[config.mk]
export PLATFORM = sky130hd
export DESIGN_NAME = master_spi
export DESIGN_NICKNAME = d
export VERILOG_FILES = /design/src/rtl/master_spi.sv
export SDC_FILE = /design/constraint.sdc
export NUM_CORES = 1
export LEC_CHECK = 0
export CAP_MARGIN = 20
export CELL_PAD_IN_SITES_DETAIL_PLACEMENT = 1
export CELL_PAD_IN_SITES_GLOBAL_PLACEMENT = 2
export CORE_MARGIN = 3
export CORE_UTILIZATION = 35
export DETAILED_ROUTE_END_ITERATION = 12
export PLACE_DENSITY_LB_ADDON = 0.2
export SYNTH_ARGS = -nofsm -noshare
export SYNTH_HDL_FRONTEND = slang
export SYNTH_SLANG_ARGS = --single-unit
[constraint.sdc]
create_clock -name Clock -period 3.8 [get_ports Clock]
set_input_delay 0.57 -clock Clock [delete_from_list [all_inputs] [get_ports Clock]]
set_output_delay 0.57 -clock Clock [all_outputs]
set_load 0.05 [all_outputs]
[src/rtl/master_spi.sv]
// master_spi: mode-0 SPI master. Sends one byte per Start_i on MOSI (MSB
// first) while shifting one byte in from MISO, with optional CS hold for
// multi-byte frames.
//
// state | meaning
// IDLE  | waiting for Start_i; CS may still be held low from KeepCS_i
// SETUP | CS low, MOSI shows the MSB, SCK low for one half-period
// HIGH  | SCK high; MISO is captured when this phase ends
// LOW   | SCK low after a falling edge; MOSI shows the next bit
// HOLD  | final half-period after the last falling edge, then Done_o
module master_spi #(
  parameter int HALF_PERIOD = 4
) (
  input  logic       Clock,
  input  logic       Reset,
  input  logic       Start_i,
  input  logic       KeepCS_i,
  input  logic       Release_i,
  input  logic [7:0] DataToSend_i,
  output logic       CS_o,
  output logic       SCK_o,
  output logic       MOSI_o,
  input  logic       MISO_i,
  output logic [7:0] DataReceived_o,
  output logic       Busy_o,
  output logic       Done_o
);

  localparam int CNT_W = (HALF_PERIOD > 1) ? $clog2(HALF_PERIOD) : 1;
  localparam logic [CNT_W-1:0] CNT_LAST = CNT_W'(HALF_PERIOD - 1);

  typedef enum logic [2:0] {IDLE, SETUP, HIGH, LOW, HOLD} state_t;

  state_t           state;
  logic [CNT_W-1:0] half_cnt;
  logic [2:0]       bit_cnt;
  logic [7:0]       shift_reg;
  logic             keep_cs;
  logic             phase_end;

  // Last cycle of the current SCK half-period.
  assign phase_end = (half_cnt == CNT_LAST);

  // Sequencer: one register block so every pin (CS, SCK, MOSI) is glitch-free.
  // The shift register sends from its MSB end and fills from MISO at the LSB,
  // so after eight falling edges it holds the received byte.
  always_ff @(posedge Clock or negedge Reset) begin
    if (!Reset) begin
      state          <= IDLE;
      half_cnt       <= '0;
      bit_cnt        <= '0;
      shift_reg      <= '0;
      keep_cs        <= 1'b0;
      CS_o           <= 1'b1;
      SCK_o          <= 1'b0;
      MOSI_o         <= 1'b0;
      DataReceived_o <= '0;
      Busy_o         <= 1'b0;
      Done_o         <= 1'b0;
    end else begin
      Done_o <= 1'b0;
      unique case (state)
        IDLE: begin
          if (Start_i) begin
            state     <= SETUP;
            half_cnt  <= '0;
            bit_cnt   <= '0;
            shift_reg <= DataToSend_i;
            keep_cs   <= KeepCS_i;
            CS_o      <= 1'b0;
            MOSI_o    <= DataToSend_i[7];
            Busy_o    <= 1'b1;
          end else if (Release_i && !CS_o) begin
            CS_o   <= 1'b1;
            MOSI_o <= 1'b0;
          end
        end
        SETUP, LOW: begin
          if (phase_end) begin
            state    <= HIGH;
            half_cnt <= '0;
            SCK_o    <= 1'b1;
          end else begin
            half_cnt <= half_cnt + 1'b1;
          end
        end
        HIGH: begin
          if (phase_end) begin
            half_cnt  <= '0;
            SCK_o     <= 1'b0;
            shift_reg <= {shift_reg[6:0], MISO_i};
            if (bit_cnt == 3'd7) begin
              // MOSI keeps bit 0 through HOLD.
              state <= HOLD;
            end else begin
              state   <= LOW;
              bit_cnt <= bit_cnt + 3'd1;
              MOSI_o  <= shift_reg[6];
            end
          end else begin
            half_cnt <= half_cnt + 1'b1;
          end
        end
        HOLD: begin
          if (phase_end) begin
            state          <= IDLE;
            half_cnt       <= '0;
            Busy_o         <= 1'b0;
            Done_o         <= 1'b1;
            DataReceived_o <= shift_reg;
            if (!keep_cs) begin
              CS_o   <= 1'b1;
              MOSI_o <= 1'b0;
            end
          end else begin
            half_cnt <= half_cnt + 1'b1;
          end
        end
        default: state <= IDLE;
      endcase
    end
  end

endmodule
-- After elaboration in Yosys (flattened, before gate mapping)
Index checks and enable logic that the tools add are counted.
- $add $sub $neg: 2
- equal/unequal tests: 13
- muxes and demuxes: 35
- reductions and logical operators: 20
- operators with widths (operator ; count):
    2-to-1 mux 3 bit ; 8
    2-to-1 mux 8 bit ; 2
    case mux 8 bit (2 select lines) ; 1
    2-to-1 mux 1 bit ; 15
    inequality test 2 bit (second input constant) ; 6
    case mux 3 bit (4 select lines) ; 1
    AND reduction 4 bit ; 3
    AND reduction 3 bit ; 3
    nonzero test 2 bit ; 4
    == test 3 x 2 -> 1 bit (second input constant) ; 2
    == test 3 bit (second input constant) ; 2
    case mux 1 bit (2 select lines) ; 3
    case mux 3 bit (2 select lines) ; 1
    AND reduction 2 bit ; 3
    AND reduction 6 bit ; 1
    2-to-1 mux 2 bit ; 2
    case mux 2 bit (2 select lines) ; 1
    OR reduction 4 bit ; 1
    adder 3 x 1 -> 3 bit (second input constant) ; 1
    == test 3 x 1 -> 1 bit (second input constant) ; 1
    zero test 3 bit ; 1
    inequality test 3 bit (second input constant) ; 1
    case mux 1 bit (3 select lines) ; 1
    nonzero test 3 bit ; 1
    other kinds (5) ; 5
- register bits after elaboration: 30
- input port bits: 14
- output and inout port bits: 13
- logic and storage cells: 81

-- Depth between registers and ports, before layout
Gate-level depths: netlist (run 1).
- depth in word-level cells: 5
- mapped depth: 6
- depth with buffers taken out: 6

-- Worst setup path before layout (run 1)
OpenSTA, ideal clock, no wires.
- kind: reg2reg
- start: reg bit_cnt[0]
- end: reg MOSI_o
- library setup time: 0.125 ns
- arrival: 1.680 ns
- required time: 3.675 ns
- setup slack: 1.995 ns
- stages on the path, launching flop included: 7
- buffers on the path: 0
- clock period less this slack: 1.805 ns
- cell sequence: dfrtp_1 > ha_1 > ha_1 > or3b_1 > a21oi_1 > o211ai_1 > mux2_4
- word-level cells in the longest chain between the ends: 3
- RTL lines (item ; RTL line ; text):
    start, declared ; 36 ; logic [2:0] bit_cnt;
    start signal, assigned ; 97 ; bit_cnt <= bit_cnt + 3'd1;
    == test 3 bit ; 92 ; if (bit_cnt == 3'd7) begin
    inequality test 2 bit (no source line) ; - ;
    AND reduction 6 bit (no source line) ; - ;
    end signal, assigned ; 71 ; MOSI_o <= DataToSend_i[7];
    end signal, assigned ; 98 ; MOSI_o <= shift_reg[6];
    end, declared ; 22 ; output logic MOSI_o,
Every way passes these cells.
A chain may end at the register's enable or synchronous reset.

-- Worst setup path in the final report (run 1)
- start: reg CS_o
- end: out CS_o
- RTL lines (item ; RTL line ; text):
    start, declared ; 20 ; output logic CS_o,
    start signal, assigned ; 54 ; CS_o <= 1'b1;
    start signal, assigned ; 70 ; CS_o <= 1'b0;
    start signal, assigned ; 74 ; CS_o <= 1'b1;
No word-level cell between the ends.

==> results of run 1 <==
per-stage QoR:
stage | utilization, % | area, µm² | power [µW] | hold slack [ps] | instances
5_1_grt | 47.40 | 1800 | 1214 | 518.3 | 201
2_1_floorplan | - | 1424 | 773.4 | 274.4 | 125
3_5_place_dp | 44.99 | 1709 | 875.8 | 488.5 | 193
4_1_cts | 47.40 | 1800 | 1142 | 505.7 | 201
3_3_place_gp | 44.99 | 1709 | 861.2 | 478.3 | 193
6_report | 47.40 | 1800 | 1120 | 498.6 | 201
layer usage:
| layer | part of all wire (%) | GRT usage, % | vias to the layer above |
|---|---|---|---|
| met2 | 46 | 20.04 | 20 |
| met1 | 48 | 16.83 | 517 |
| li1 | - | - | 505 |
| met4 | 1.4 | 4.468 | 0 |
| met3 | 4.3 | 4.783 | 7 |
| met5 | 0 | 0 | - |
Yosys cell counts, types with 3 or more instances:
master | count | area (µm²)
a21oi_1 | 3 | 15.01
a22o_1 | 3 | 26.28
a31oi_1 | 3 | 18.77
buf_2 | 4 | 20.02
dfrtp_1 | 29 | 725.7
ha_1 | 3 | 37.54
inv_1 | 3 | 11.26
mux2_2 | 10 | 112.6
mux2i_1 | 9 | 90.09
nand2_1 | 11 | 41.29
nor2_1 | 8 | 30.03
o21ai_0 | 12 | 60.06
cells in the final DEF, fill, tap and decap left out, types with 2 or more instances in the layout:
cell / n
inv_1: 3
mux2i_1: 9
clkdlybuf4s50_1: 26
dfrtp_1: 29
nand2_1: 11
a31oi_1: 3
clkbuf_8: 6
ha_1: 3
a21oi_1: 3
a211oi_1: 2
a22o_1: 3
nand2b_1: 2
a32o_1: 2
o21ai_0: 12
mux2_2: 10
nor2_1: 8
worst max-delay path by stage:
stage	endpoint	slack, ps	depth (start not counted)	start
detailed placement	bit_cnt[0]$_DFFE_PN0P_	1450	5	Start_i
global placement	bit_cnt[0]$_DFFE_PN0P_	1490	5	Start_i
finish	CS_o	1620	1	CS_o$_DFFE_PN1P_
floorplan	MOSI_o$_DFFE_PN0P_	2000	6	bit_cnt[0]$_DFFE_PN0P_
global route	CS_o	1590	1	CS_o$_DFFE_PN1P_
CTS	CS_o	1610	1	CS_o$_DFFE_PN1P_
cells by family (layout without fill, tap and decap cells):
logic type                 count (synthesis)  count (layout)
and+or+nand+nor                           30              30
DFF                                       30              30
buffers and inverters                     10              38
AOI/OAI and AO/OA                         32              32
adders and majority gates                  3               3
muxes                                     20              20
area by class of cell:
| cell class | count | area [µm²] | share of cell area (%) |
|---|---|---|---|
| flip-flops and latches | 30 | 752.0 | 41.77 |
| inverters | 3 | 11.26 | 0.6254 |
| well taps | 48 | 60.06 | 3.336 |
| multi-input cells | 85 | 618.1 | 34.33 |
| clock buffers | 7 | 86.33 | 4.795 |
| repair buffers | 27 | 267.8 | 14.87 |
| clock inverters | 1 | 5.005 | 0.2780 |
worst register-to-register path, delay by kind of cell (launching register included):
kind                     cells  cell delay, ps
AO/OA/AOI/OAI                1             510
adder cells (fa/ha/maj)      1             300
flip-flops                   1             400
multiplexers                 1             280
AND/OR/NAND/NOR              2             370
power by group through the flow:
stage	combinational, µW	sequential (µW)	clock [µW]
after CTS	390	482	271
final	380	481	259
after detailed placement	387	489	0
after global routing	431	496	287
after global placement	378	483	0
after floorplan	264	509	0
==> reports/results.ini, run 1 <==
[final_layout]
fillers = 424
drive_gt1_share_pct = 15.69
fin_nets = 169
antenna_cells_inserted = 0
area_growth_pct = 26.45

[synthesis]
synthMuxAreaShare_pct = 15.29
netlist_area_um2 = 1424
synth_edf_count = 0
synthSimpleGateAreaFrac_pct = 10.63
synthDistinctLibCells = 36
async_flop_share_pct = 100.0
avgSynthCellArea_um2 = 11.39
synthAdderAreaFrac_pct = 2.636
yosysWarnings = 0
synthXorXnorAreaFrac_pct = 0
ys.flop_type = dfrtp_1
synth_compound_area_share_pct = 14.85
seq_area_frac_synth_pct = 52.81
synth_top_family_by_area = multiplexers
syn_nets = 142
ys_ff_latch = 30
synthCells = 125

[pwr]
swShare_pct = 34.56
vdd_drop_max_uv = 255.2
power.switching_uw = 387.2
intPower_uw = 733.0
clock_power_share_pct = 23.1
p_comb_share_pct = 33.9
power_density_nw_per_um2 = 622.2
power_leakage_uw = 0.0007855
power.share.sequential_pct = 42.9

[floorplanning]
die_w_um = 69.78
ioPinCount = 27
dieHeight_um = 69.78
row_count = 22
core-area_um2 = 3799
dieArea_um2 = 4869
start_util_pct = 37.48

[clocking]
numCtsBuffers = 5
cts_tree = done
cts_hold_buf = 0
clock_latency_ps = 270
cts_resized = 0
clk_pin_slew_worst_paths_ps = 60
htree_levels = 2
post_cts_buffers = 0
cts_buffer_depth = 2
clock_sinks = 30
cts_root_buf = clkbuf_8

[critical_path]
worstSetupStartpointType = flip-flop
cp_max_fo = 3
crit_arrival_ps = 1610
r2r-end = bit_cnt[0]$_DFFE_PN0P_
path_delay_family = buffers and inverters
critPathMaxStageDelay_ps = 800
critPathRequiredTime_ps = 3230
critPathCaptureType = primary output
path_buf_inv = 1
r2r_slack_ps = 1830
reg2reg_from = half_cnt[0]$_DFFE_PN0P_
reg2regPathDepth = 5
critPathKind = flip-flop to primary output
slowest_stage = clkdlybuf4s50_1
path_cells = clkdlybuf4s50_1

[sta]
fin_crit_sh_pct = 57.45
fin_crit_ps = 2183
finalWorstSetupSlack_ps = 1617
fmax_ghz = 0.4581
relSlewSlack_pct = 59.55
worstMarginPinSlew_ps = 606.7
rsz0062_at_grt = false
setup_viol = 0
hold_viol_final = 0
slew_violations = 0
finalSetupTns_ps = 0
finClkSkew_ps = 5.947

[global_route]
grt_max_degree = 31
overflow = 0
antenna_found_initial = 0
grt_use_total_pct = 13.02
grt_pass1_wl_mm = 5.078
grt_pass1_vias = 1062

[route]
drc = 0
wl_per_cell_um = 14.30
ant_nets = 0
dr.pass1.iters = 4
drt_iter0_drc = 32
num_vias = 1049
vias_per_cell = 5.219
finalWirelength_mm = 2.874

[hold_path]
hp-start = SCK_o$_DFFE_PN0P_
hp-class = flip-flop to flip-flop
min_to = SCK_o$_DFFE_PN0P_
whs_path_depth = 1

[place]
pre_cts_ws_ps = 1450
dpl.hpwl_mm = 2.021
portBuffers = 26
globalplace.congestion = 0.6876

[flow_run]
max_cap_violations = 0

[status]
status = finished, final reports clean

Power figures use the tool's default switching activity.
==> run 2: changes to the inputs <==
--- a/config.mk
+++ b/config.mk
@@ -9,7 +9,7 @@
 export CELL_PAD_IN_SITES_DETAIL_PLACEMENT = 1
 export CELL_PAD_IN_SITES_GLOBAL_PLACEMENT = 2
 export CORE_MARGIN = 3
-export CORE_UTILIZATION = 35
+export CORE_UTILIZATION = 30
 export DETAILED_ROUTE_END_ITERATION = 12
 export PLACE_DENSITY_LB_ADDON = 0.2
 export SYNTH_ARGS = -nofsm -noshare
==> constraint.sdc (replaced) <==
create_clock -name Clock -period 1.92 [get_ports Clock]
set_input_delay 0.288 -clock Clock [delete_from_list [all_inputs] [get_ports Clock]]
set_output_delay 0.288 -clock Clock [all_outputs]
set_load 0.05 [all_outputs]
==> reports/results.ini, run 2 (synthesized netlist as in run 1, its figures left out) <==
[critical_path]
cp_common_cell = ha_1
reg2reg_from = bit_cnt[0]$_DFFE_PN0P_
path_delay_family = flip-flops
critPathMaxStageDelay_ps = 390
critPathKind = flip-flop to flip-flop
worstSetupStartpointType = flip-flop
slowest_stage = dfrtp_1
critPathRequiredTime_ps = 2080
reg2regPathDepth = 6
critPathCaptureType = flip-flop
crit_arrival_ps = 1990
cp.depth = 6
path_buf_inv = 0
path_cells = ha_1 -> ha_1 -> or3b_1 -> a21oi_1 -> o211ai_1 -> mux2_4
cp-startpoint = bit_cnt[0]$_DFFE_PN0P_
cp_max_fo = 2

[pwr]
intPower_uw = 1503
p_comb_share_pct = 37.1
power.switching_uw = 810.0
swShare_pct = 35.03
finalPower_uw = 2313
power_leakage_uw = 0.0008266
power.share.sequential_pct = 40.4
vdd_drop_max_uv = 501.9
clock_power_share_pct = 22.4
power_density_nw_per_um2 = 1243

[sta]
worstMarginPinSlew_ps = 499.8
hold_viol_final = 0
rsz0062_at_grt = false
fin_crit_ps = 1831
finalWorstSetupSlack_ps = 89.14
finalSetupTns_ps = 0
relSlewSlack_pct = 66.58
fmax_ghz = 0.5462
finClkSkew_ps = 4.296
setup_viol = 0
slew_violations = 0
fin_crit_sh_pct = 95.36

[route]
vias_per_cell = 5.113
wl_per_cell_um = 15.31
num_vias = 1089
finalWirelength_mm = 3.261
ant_nets = 0
dr.pass1.iters = 4
drc = 0
drt_iter0_drc = 34

[global_route]
overflow = 0
grt_pass1_vias = 1140
grt_use_total_pct = 12.84
grt_pass1_wl_mm = 5.409
grt_max_degree = 31
antenna_found_initial = 0

[clocking]
htree_levels = 2
cts_buffer_depth = 2
cts_tree = done
clock_sinks = 30
cts_root_buf = clkbuf_8
post_cts_buffers = 0
clock_latency_ps = 270
numCtsBuffers = 5
cts_hold_buf = 0
clk_pin_slew_worst_paths_ps = 60
cts_resized = 0

[flow_run]
max_cap_violations = 0

[hold_path]
hp-class = input port to async pin

[final_layout]
antenna_cells_inserted = 0
fin_nets = 177
layout_commonest_cell = dfrtp_1
final_cell_mix = dfrtp_1, clkdlybuf4s50_1, o21ai_0, nand2_1, buf_4
fillers = 486
area_growth_pct = 30.67
multiInputGateArea_um2 = 618.1
seq_area_um2 = 752.0
drive_gt1_share_pct = 21.12

[floorplanning]
dieArea_um2 = 5609
die_w_um = 74.89
row_count = 24
ioPinCount = 27
dieHeight_um = 74.89
core-area_um2 = 4474
start_util_pct = 31.82

[place]
globalplace.congestion = 0.7251
portBuffers = 26
dpl.hpwl_mm = 2.312
pre_cts_ws_ps = 75.84

[status]
status = finished, final reports clean

## run 2: worst paths after layout
kind / end / slack (ps)
hold reg to reg: shift_reg[7]$_DFFE_PN0P_ / 490
setup / recovery: MOSI_o$_DFFE_PN0P_ / 90
setup reg to reg: MOSI_o$_DFFE_PN0P_ / 90
hold / removal: half_cnt[1]$_DFFE_PN0P_ / 410
min in group Clock: shift_reg[7]$_DFFE_PN0P_ / 490
max in group asynchronous: CS_o$_DFFE_PN1P_ / 1190
## run 2: per-layer routing
metal / GRT usage, % / vias to the layer above / part of all wire, %
met5: 0 / - / 0
met4: 4.743 / 0 / 0.95
li1: - / 520 / -
met3: 2.937 / 4 / 3.5
met2: 20.50 / 21 / 50
met1: 16.97 / 544 / 46
## run 2: power by group through the flow
stage                     combinational [µW]  sequential, µW  clock, µW
final                                    859             935        519
after global routing                     952             964        567
after CTS                                877             937        544
after detailed placement                 864             947          0
after global placement                   839             939          0
after floorplan                          523            1010          0
## run 2: per-stage QoR
stage	hold WS, ps	utilization, %	std cells	instance area [µm²]
2_1_floorplan	-7.591	-	125	1424
3_3_place_gp	462.5	39.54	205	1769
3_5_place_dp	480.0	39.54	205	1769
4_1_cts	424.0	41.58	213	1861
5_1_grt	447.4	41.58	213	1861
6_report	408.8	41.58	213	1861
## run 2: layout make-up
class,instances,share of cell area [%]
flip-flops and latches,30,40.42
clock buffers,7,4.640
repair buffers,35,17.35
well taps,52,3.497
clock inverters,1,0.2690
inverters,3,0.6052
multi-input cells,85,33.22
==> run 3: changes to the inputs <==
--- a/config.mk
+++ b/config.mk
@@ -9,8 +9,9 @@
 export CELL_PAD_IN_SITES_DETAIL_PLACEMENT = 1
 export CELL_PAD_IN_SITES_GLOBAL_PLACEMENT = 2
 export CORE_MARGIN = 3
-export CORE_UTILIZATION = 30
+export CORE_UTILIZATION = 33
 export DETAILED_ROUTE_END_ITERATION = 12
+export HOLD_SLACK_MARGIN = 0.08
 export PLACE_DENSITY_LB_ADDON = 0.2
 export SYNTH_ARGS = -nofsm -noshare
 export SYNTH_HDL_FRONTEND = slang
==> constraint.sdc (replaced) <==
create_clock -name Clock -period 2 [get_ports Clock]
set_input_delay 0.3 -clock Clock [delete_from_list [all_inputs] [get_ports Clock]]
set_output_delay 0.3 -clock Clock [all_outputs]
set_load 0.05 [all_outputs]
==> reports/results.ini, run 3 (synthesized netlist as in run 1, its figures left out) <==
[status]
status = finished, final reports clean

[critical_path]
worstSetupStartpointType = flip-flop
crit_arrival_ps = 1620
cp_max_fo = 3
critPathCaptureType = primary output
path_cells = clkdlybuf4s50_1
reg2regPathDepth = 6
critPathMaxStageDelay_ps = 800
cp.depth = 1
path_delay_family = buffers and inverters
critPathKind = flip-flop to primary output
critPathRequiredTime_ps = 1700
slowest_stage = clkdlybuf4s50_1
path_buf_inv = 1

[floorplanning]
core-area_um2 = 4086
dieArea_um2 = 5139
row_count = 23
die_w_um = 71.69
start_util_pct = 34.84
ioPinCount = 27
dieHeight_um = 71.69

[place]
globalplace.congestion = 0.7229
dpl.hpwl_mm = 2.366
place_area_um2 = 1772
portBuffers = 26

[route]
drt_iter0_drc = 52
drc = 0
finalWirelength_mm = 3.206
dr.pass1.iters = 4
wl_per_cell_um = 15.19
vias_per_cell = 5.100
ant_nets = 0
num_vias = 1076

[sta]
slew_violations = 0
finClkSkew_ps = 9.397
setup_viol = 0
fin_crit_sh_pct = 96.24
finalSetupTns_ps = 0
worstMarginPinSlew_ps = 505.2
hold_viol_final = 0
holdWs_ps = 418.6
fmax_ghz = 0.5195
fin_crit_ps = 1925
rsz0062_at_grt = false
relSlewSlack_pct = 66.22

[clocking]
clock_latency_ps = 270
htree_levels = 2
cts_buffer_depth = 2
cts_root_buf = clkbuf_8
cts_resized = 0
numCtsBuffers = 5
cts_hold_buf = 0
cts_tree = done
clk_pin_slew_worst_paths_ps = 70
clock_sinks = 30
post_cts_buffers = 0

[global_route]
overflow = 0
grt_pass1_vias = 1166
antenna_found_initial = 0
grt_use_total_pct = 14.02
grt_pass1_wl_mm = 5.658
grt_max_degree = 31

[pwr]
vdd_drop_max_uv = 436.3
power_leakage_uw = 0.0008343
power_density_nw_per_um2 = 1221
finalPower_uw = 2297

[final_layout]
fin_nets = 177
seq_area_um2 = 752.0
fillers = 456
layout_commonest_cell = dfrtp_1
final_cell_mix = dfrtp_1, clkdlybuf4s50_1, o21ai_0, nand2_1, mux2_2
area_growth_pct = 32.16
drive_gt1_share_pct = 20.50
antenna_cells_inserted = 0
design_area_um2 = 1882
multiInputGateArea_um2 = 618.1

[flow_run]
max_cap_violations = 0

[hold_path]
hp-class = input port to async pin

## run 3: report_power, final
part | leakage, µW | switching (µW) | internal (µW)
clock network | 0.0000575 | 217 | 347
logic | 0.000395 | 439 | 395
registers | 0.000381 | 121 | 778
total | 0.000834 | 777 | 1520
## run 3: final cells by class
type / instances / share of cell area [%]
Clock buffer: 8 / 5.851
Multi-Input combinational cell: 85 / 32.85
Inverter: 3 / 0.5984
Sequential cell: 30 / 39.96
Tap cell: 50 / 3.324
Timing Repair Buffer: 35 / 17.42
## run 3: per-layer routing
metal | share of wire [%] | GRT usage [%] | vias to the layer above
met5 | 0 | 0 | -
met3 | 4.7 | 4.208 | 2
met4 | 0.69 | 3.758 | 0
li1 | - | - | 519
met1 | 48 | 18.88 | 531
met2 | 46 | 22.04 | 24
## run 3: metrics by stage
stage / setup WS [ps] / utilization, % / instances
3_3_place_gp: 185.4 / 43.36 / 203
5_1_grt: 39.51 / 46.05 / 211
4_1_cts: 68.49 / 46.05 / 211
3_5_place_dp: 131.9 / 43.36 / 203
2_1_floorplan: 195.1 / - / 125
6_report: 75.21 / 46.05 / 211
## run 3: final timing paths
path,from,endpoint,slack (ps)
hold reg to reg,shift_reg[7]$_DFFE_PN0P_,shift_reg[7]$_DFFE_PN0P_,500
max in group asynchronous,Reset,CS_o$_DFFE_PN1P_,1270
setup reg to reg,bit_cnt[0]$_DFFE_PN0P_,MOSI_o$_DFFE_PN0P_,160
setup / recovery,CS_o$_DFFE_PN1P_,CS_o,80
min in group Clock,shift_reg[7]$_DFFE_PN0P_,shift_reg[7]$_DFFE_PN0P_,500
hold / removal,Reset,half_cnt[1]$_DFFE_PN0P_,420
